==> config.mk <==
export PLATFORM = sky130hd
export DESIGN_NAME = keypad_scan
export DESIGN_NICKNAME = d
export VERILOG_FILES = /design/src/rtl/keypad_scan.sv
export SDC_FILE = /design/constraint.sdc
export NUM_CORES = 1
export LEC_CHECK = 0
export CORE_ASPECT_RATIO = 1.5
export CORE_MARGIN = 4
export CORE_UTILIZATION = 35
export CTS_CLUSTER_SIZE = 24
export DETAILED_ROUTE_END_ITERATION = 8
export DONT_BUFFER_PORTS = 1
export PLACE_DENSITY = 0.47
export SKIP_LAST_GASP = 1
export SYNTH_ARGS = -nofsm -noshare
export SYNTH_HDL_FRONTEND = slang
export SYNTH_SLANG_ARGS = --single-unit
==> constraint.sdc <==
create_clock -name IN_clk -period 3 [get_ports IN_clk]
set_input_delay 0 -clock IN_clk [delete_from_list [all_inputs] [get_ports IN_clk]]
set_output_delay 0 -clock IN_clk [all_outputs]
set_load 0.01 [all_outputs]
==> src/rtl/keypad_scan.sv <==
// -----------------------------------------------------------------------------
// keypad_scan
//  4x4 matrix keypad scanner with debounce. It runs on a 250 Hz scan clock.
//  Exactly one row is driven low at a time. The columns are sampled for that
//  row. A key is accepted after DEBOUNCE_CNT identical single-key samples and
//  released after DEBOUNCE_CNT idle samples. Ghost samples (two or more
//  columns low) are treated as idle.
//
//  Ports
//   IN_clk      in   1  scan clock (250 Hz)
//   IN_reset    in   1  asynchronous, active-low reset
//   IN_col      in   4  column sense, active-low, externally pulled up
//   OUT_row     out  4  row drive, active-low, exactly one bit low
//   OUT_value   out  4  code of the last accepted key, held until the next one
//   OUT_key     out  1  one-cycle strobe; OUT_value is valid in the same cycle
//   OUT_pressed out  1  high while an accepted key is held
//
//  Key codes (row r low, column c low; c = 0..3):
//   r0: 1 2 3 A | r1: 4 5 6 B | r2: 7 8 9 C | r3: E 0 F D
//
//  Build option
//   KEY_REPEAT_EN  When defined, a held key auto-repeats. The first repeat
//                  comes REPEAT_DELAY cycles after the accept. Later repeats
//                  come every REPEAT_PERIOD cycles. Code F never repeats. The
//                  REPEAT_* parameters exist only in that build.
// -----------------------------------------------------------------------------
module keypad_scan #(
   parameter int DEBOUNCE_CNT  = 3     // 1..15
`ifdef KEY_REPEAT_EN
   ,
   parameter int REPEAT_DELAY  = 125,  // >= 2
   parameter int REPEAT_PERIOD = 25    // >= 2
`endif
) (
   input  logic       IN_clk,
   input  logic       IN_reset,
   input  logic [3:0] IN_col,
   output logic [3:0] OUT_row,
   output logic [3:0] OUT_value,
   output logic       OUT_key,
   output logic       OUT_pressed
);

   typedef enum logic [1:0] {
      SCAN = 2'd0,
      DEB  = 2'd1,
      HOLD = 2'd2
   } state_t;

   localparam logic [3:0] DEB_TGT = 4'(DEBOUNCE_CNT);

   state_t     state, state_nx;
   logic [1:0] row_idx, row_idx_nx;   // index of the row currently driven low
   logic [3:0] pattern, pattern_nx;   // column pattern latched at press entry
   logic [3:0] cnt, cnt_nx;           // debounce count in DEB, release count in HOLD
   logic [3:0] value, value_nx;
   logic       key, key_nx;

   logic       col_valid;
   logic [1:0] col_idx;
   logic [3:0] cnt_inc;
   logic       accept;

`ifdef KEY_REPEAT_EN
   localparam int REP_MAX = (REPEAT_DELAY > REPEAT_PERIOD) ? REPEAT_DELAY : REPEAT_PERIOD;
   localparam int RW      = $clog2(REP_MAX + 1);
   localparam logic [RW-1:0] DELAY_T  = RW'(REPEAT_DELAY);
   localparam logic [RW-1:0] PERIOD_T = RW'(REPEAT_PERIOD);

   logic [RW-1:0] held, held_nx, held_inc;  // held cycles since the last strobe
   logic          repeating, repeating_nx;  // first repeat already issued

   assign held_inc = held + RW'(1);
`endif

   // Hex code for a key position in the matrix.
   function automatic logic [3:0] key_code(input logic [1:0] r, input logic [1:0] c);
      logic [3:0] code;
      case ({r, c})
         4'h0: code = 4'h1;  4'h1: code = 4'h2;  4'h2: code = 4'h3;  4'h3: code = 4'hA;
         4'h4: code = 4'h4;  4'h5: code = 4'h5;  4'h6: code = 4'h6;  4'h7: code = 4'hB;
         4'h8: code = 4'h7;  4'h9: code = 4'h8;  4'hA: code = 4'h9;  4'hB: code = 4'hC;
         4'hC: code = 4'hE;  4'hD: code = 4'h0;  4'hE: code = 4'hF;  default: code = 4'hD;
      endcase
      return code;
   endfunction

   // A valid sample has exactly one column low. Idle and ghost patterns both fall
   // through to "not valid".
   always_comb begin
      col_valid = 1'b1;
      col_idx   = 2'd0;
      case (IN_col)
         4'b1110: col_idx = 2'd0;
         4'b1101: col_idx = 2'd1;
         4'b1011: col_idx = 2'd2;
         4'b0111: col_idx = 2'd3;
         default: col_valid = 1'b0;
      endcase
   end

   // cnt is 0 whenever the FSM is in SCAN, so cnt_inc is 1 on the entry sample.
   // That lets DEBOUNCE_CNT = 1 accept on the entry sample itself.
   assign cnt_inc = cnt + 4'd1;

   always_comb begin
      // NOTE: every signal written here gets a default first, so no path leaves it unassigned and infers a latch.
      state_nx   = state;
      row_idx_nx = row_idx;
      pattern_nx = pattern;
      cnt_nx     = cnt;
      value_nx   = value;
      key_nx     = 1'b0;
      accept     = 1'b0;
`ifdef KEY_REPEAT_EN
      held_nx      = held;
      repeating_nx = repeating;
`endif

      unique case (state)
         SCAN: begin
            if (col_valid) begin
               state_nx   = DEB;
               pattern_nx = IN_col;
               cnt_nx     = cnt_inc;
               accept     = (cnt_inc >= DEB_TGT);
            end else begin
               row_idx_nx = row_idx + 2'd1;
            end
         end

         DEB: begin
            if (IN_col == pattern) begin
               cnt_nx = cnt_inc;
               accept = (cnt_inc >= DEB_TGT);
            end else begin
               // Bounce, a ghost, or a different key all restart the scan on the next row.
               state_nx   = SCAN;
               cnt_nx     = 4'd0;
               row_idx_nx = row_idx + 2'd1;
            end
         end

         HOLD: begin
            if (col_valid) begin
               // Any key still seen on this row holds the press and restarts the release count.
               cnt_nx = 4'd0;
`ifdef KEY_REPEAT_EN
               if (IN_col == pattern) begin
                  if (held_inc == (repeating ? PERIOD_T : DELAY_T)) begin
                     held_nx      = '0;
                     repeating_nx = 1'b1;
                     // The !key guard keeps two strobes out of adjacent cycles.
                     if (value != 4'hF && !key) key_nx = 1'b1;
                  end else begin
                     held_nx = held_inc;
                  end
               end else begin
                  held_nx      = '0;
                  repeating_nx = 1'b0;
               end
`endif
            end else begin
`ifdef KEY_REPEAT_EN
               held_nx      = '0;
               repeating_nx = 1'b0;
`endif
               if (cnt_inc >= DEB_TGT) begin
                  state_nx   = SCAN;
                  cnt_nx     = 4'd0;
                  row_idx_nx = row_idx + 2'd1;
               end else begin
                  cnt_nx = cnt_inc;
               end
            end
         end

         default: begin
            state_nx = SCAN;
            cnt_nx   = 4'd0;
         end
      endcase

      if (accept) begin
         state_nx = HOLD;
         cnt_nx   = 4'd0;
         value_nx = key_code(row_idx, col_idx);
         key_nx   = 1'b1;
`ifdef KEY_REPEAT_EN
         held_nx      = '0;
         repeating_nx = 1'b0;
`endif
      end
   end

   always_ff @(posedge IN_clk or negedge IN_reset) begin
      if (!IN_reset) begin
         state   <= SCAN;
         row_idx <= 2'd0;
         pattern <= 4'hF;
         cnt     <= 4'd0;
         value   <= 4'd0;
         key     <= 1'b0;
`ifdef KEY_REPEAT_EN
         held      <= '0;
         repeating <= 1'b0;
`endif
      end else begin
         // NOTE: state registers use non-blocking assignments, so every flop updates from pre-edge values.
         state   <= state_nx;
         row_idx <= row_idx_nx;
         pattern <= pattern_nx;
         cnt     <= cnt_nx;
         value   <= value_nx;
         key     <= key_nx;
`ifdef KEY_REPEAT_EN
         held      <= held_nx;
         repeating <= repeating_nx;
`endif
      end
   end

   assign OUT_row     = ~(4'b0001 << row_idx);
   assign OUT_value   = value;
   assign OUT_key     = key;
   assign OUT_pressed = (state == HOLD);

endmodule

# Yosys cells after proc, flatten, opt, wreduce, memory -nomap -nowiden
# Memory sizes are Yosys's and may differ from the RTL's. A register that Yosys moved wholly into a read port is not among the register bits.
# Cells that the tools add are included.
# totals
memories,1
regBits,13
romBits,64
latch_bits,0
out_inout_bits,10
ramBits,0
word_cells,56
# mem_list
memory,words,width,rd,rd_ports_with_merged_regs,write_ports,line_no,rtl
(no name shown),16,4,1,1,0,79,"case ({r, c})"
# classes
n_eq_ne,15
n_lt_le_gt_ge,1
muxes,23
div_mod_pow,0
shifts,1
multipliers,0
n_addsub,2
bitwise,1
reduce_logical,7
# ops
op,count
4-bit 2-to-1 mux,5
2-bit 2-to-1 mux,9
2-bit one-hot mux with 3 select lines,3
4-bit equality test (second input constant),3
4-bit one-hot mux with 3 select lines,1
2-bit != test (second input constant),3
3-bit != test (second input constant),2
5-bit AND reduction,1
4-bit by 1-bit adder with 4-bit output (second input constant),1
4-bit by 3-bit equality test with 1-bit output (second input constant),1
4-bit equality test,1
4-bit by 2-bit >= comparator with 1-bit output (second input constant),1
1-bit 2-to-1 mux,4
4-bit NOT,1
4-bit AND reduction,1
4-bit OR reduction,1
1-bit by 2-bit left shift with 4-bit output (first input constant),1
3-bit by 1-bit != test with 1-bit output (second input constant),1
3-bit by 2-bit != test with 1-bit output (second input constant),1
3-bit nonzero test,1
2-bit by 1-bit adder with 2-bit output (second input constant),1
2-bit by 1-bit equality test with 1-bit output (second input constant),1
2-bit equality test (second input constant),1
2-bit zero test,1
4 further kinds,4

# Longest topological paths before layout
# logic_depth
word_depth,7
mapped_depth,9
mapped_depth_nobuf,8

# Worst setup path after synthesis
# Ideal clock, no wire load.
# synth_timing
path_kind,register to register
startpoint,register cnt[0]
endpoint,register row_idx[1]
arrival_time_ns,1.666
stages_incl_launch_ff,7
n_path_buf,0
setup_slack_ns,1.209
setup_ns,0.125
path_cell_list,dfrtp_1 inv_1 ha_1 nor4_1 a41oi_2 a211o_1 mux2_4
# synth_via
elab_chain_len,4
# synth_rtl
item,line_no,rtl
"start, declared",55,"logic [3:0] cnt, cnt_nx;"
"start signal, assigned",213,cnt <= cnt_nx;
4-bit by 1-bit adder with 4-bit output,104,assign cnt_inc = cnt + 4'd1;
4-bit by 2-bit >= comparator with 1-bit output,168,if (cnt_inc >= DEB_TGT) begin
2-bit by 1-bit != test with 1-bit output (no line),-,
5-bit AND reduction (no line),-,
"end signal, assigned",211,row_idx <= row_idx_nx;
"end, declared",53,"logic [1:0] row_idx, row_idx_nx;"
# Every way passes these cells.
# A chain may end at the register's enable or synchronous reset.

# Worst setup path after layout
# layout_timing
startpoint,register pattern[3]
endpoint,register value[0] (netlist: OUT_value[0])
# layout_via
elab_chain_len,3
# layout_rtl
item,line_no,rtl
"start, declared",54,"logic [3:0] pattern, pattern_nx;"
"start signal, assigned",212,pattern <= pattern_nx;
4-bit equality test,133,if (IN_col == pattern) begin
1-bit 2-to-1 mux,133,
1-bit one-hot mux with 2 select lines,120,unique case (state)
via accept,62,logic accept;
"end, declared",56,"logic [3:0] value, value_nx;"
# The timed path passes the listed nets, and every way through them passes these cells.

==> results.cfg <==
[floorplan]
die_area_um2 = 4420
coreArea_um2 = 3220
initial_core_util = 0.370
fp.dieH_um = 79.5
rows = 25
die_w_um = 55.7
ios = 16

[run_status]
status = complete, no violations

[final_layout]
fillers = 329
final_nets = 128
final_cells = 150
diodes = 0
area_growth_pct = 8.71
drive_above_1_share = 0.255

[logic_synthesis]
yosys.area_share.adder = 0.115
synthArstFlopShare = 1.00
synth_top_cell_by_area = dfrtp_1
syn_avg_cell_area_um2 = 11.1
synth_seq_area_share = 0.361
synth_edf_count = 0
synth.area.top_cells = dfrtp_1, ha_1, dfstp_2
synth_simple_gate_area_frac = 0.128
synth_compound_area_frac = 0.0997
syn_inst = 107
synth_nets = 124
yosysUniqueCellTypes = 38
ys.flop_type = dfrtp_1
synth_common_cells = dfrtp_1, ha_1, inv_1, nand2_1
ys_seq_elements = 17
syn_area_um2 = 1190
yosysTopAreaCellShare = 0.273
synth.most_common_cell = dfrtp_1
synth_mux_area_frac = 0.146
synth_warnings = 0
synth-xor-area-share = 0.0797
synth_top_family_by_area = multiplexers

[timing]
max_freq_mhz = 520
worst_pin_slew_ns = 0.816
grt_setup_unrepaired = no
hold_viol_final = 0
setup_viol = 0
fin_crit_ns = 1.92
period_share = 0.641
worst_slack_ns = 1.08
fin_hold_ws_ns = 0.228
final.setup.tns_ns = 0
slew_headroom = 0.454
final-max-slew-violation-count = 0
finalClockSkew_ns = 0.00383

[drt]
drt-met1-wl_um = 976
dr.first_iter.drc_count = 15
first_pass_iters = 2
drtAntennaViolNets = 0
drc = 0
highest_layer = met4
wl_met2_um = 999
wl_met3_um = 96
wl_per_cell_um = 13.9
routed_wl_mm = 2.09
viasPerCell = 4.91
vias = 737

[worst_setup_path]
crit_start = pattern[3]
r2r_start = pattern[3]
setup.worst_path.start_class = flop
crit_path_max_fanout = 6
cp.required_ns = 3.14
regToRegSetupSlack_ns = 1.08
reg2reg_to = OUT_value[0]
ff2ff_path_depth = 5
worst-setup-path-type = flop to flop
end_kind = flop
crit_arrival_ns = 2.06

[flow_run]
maxCapViolations = 0

[global_routing]
grt_max_degree = 18
grt_pass1_wl_mm = 3.58
grt.total_usage = 0.102
overflow = 0
antenna_found_initial = 0
grt_pass1_vias = 774

[cts]
cts_max_path_buffers = 2
postCtsSetupRepairBufs = 0
cts_root_buf = clkbuf_8
cts_tree = built
clkSlewWorstSetupHoldPaths_ns = 0.07
cts_buffers = 3
clock_sinks = 17
clk_latency_ns = 0.25
htreeDepth = 1

[placement]
dpl_worst_slack_ns = 1.07
post-dp-hpwl_mm = 1.56
place_inst = 141
port_buffers = 0
gp_congestion = 0.749

[power]
power_density_nw_per_um2 = 837
ir_drop_v = 0.000378
p_leak_nw = 0.595

[hold_path]
hp-start = IN_col[1]
worstHoldEndpoint = state[1]
whs_path_depth = 4
hp-class = input port to flop
-- cells in the final DEF (no fill, tap or decap), types with 2 or more instances in the layout --
master	count
and2_1	2
inv_1	10
dfrtp_1	13
clkbuf_8	3
nand2b_1	2
dlygate4sd3_1	5
a22o_1	2
a21oi_1	3
ha_1	11
mux2_4	5
nand2_1	7
mux2i_1	2
dfstp_2	4
mux2_2	5
nor2_1	5
xor2_1	5
nor3_1	2
xnor2_1	4
nor3b_1	2
-- power by group --
part	switching (mW)	total (mW)	internal (mW)	leakage [nW]
registers	0.114	0.452	0.338	0.210
clock network	0.0807	0.173	0.0921	0.0255
logic	0.215	0.460	0.245	0.359
total	0.409	1.08	0.676	0.595
-- final cells by class --
| cell class | instances | area (µm²) | share of cell area |
|---|---|---|---|
| tap | 40 | 50.0 | 0.0386 |
| sequential | 17 | 430 | 0.332 |
| timing repair buffer | 5 | 50.0 | 0.0386 |
| inverter | 11 | 41.3 | 0.0319 |
| multi-input combinational | 73 | 678 | 0.523 |
| clock inverter | 1 | 5.00 | 0.00386 |
| clock buffer | 3 | 41.3 | 0.0319 |
-- registers in the layout, indices dropped and copies added (netlist names) --
signal and flops:
OUT_value 4, state 2, row_idx 2, pattern 4, OUT_key 1, cnt 4
-- routing by layer --
layer / up-vias / track usage
met5: - / 0
met4: 0 / 0.0438
met3: 2 / 0.0194
met2: 17 / 0.177
met1: 357 / 0.122
li1: 361 / -
-- stage by stage --
step / power, mW / cell area [µm²] / utilization
after floorplan: 0.842 / 1190 / -
after detailed placement: 0.916 / 1200 / 0.372
after global routing: 1.18 / 1300 / 0.402
after CTS: 1.10 / 1300 / 0.402
final: 1.08 / 1300 / 0.402
after global placement: 0.902 / 1200 / 0.372
-- cells by family after synthesis --
family	count (synthesis)
simple gates	26
flops	17
buf+inv	17
mux	13
compound gates	13
xor+xnor	10
fa+ha+maj	11
-- repair_timing --
action	CTS	global route
hold buffers	5	0
gates resized for setup	0	0
hold endpoints to repair	21	0
-- worst max-delay path: stages (launching register included) --
cell	delay (ns)
dfstp_2	0.56
xor2_2	0.09
nor4_4	0.33
nand3b_2	0.18
a21boi_4	0.33
mux2_4	0.33
-- how the worst max path moves through the flow --
stage	to	depth (start not counted)
floorplan	row_idx[1]	6
global placement	OUT_value[3]	5
detailed placement	row_idx[1]	6
CTS	OUT_value[0]	5
global route	row_idx[1]	6
finish	OUT_value[0]	5
Note: power is estimated with default switching activity, not from simulation.
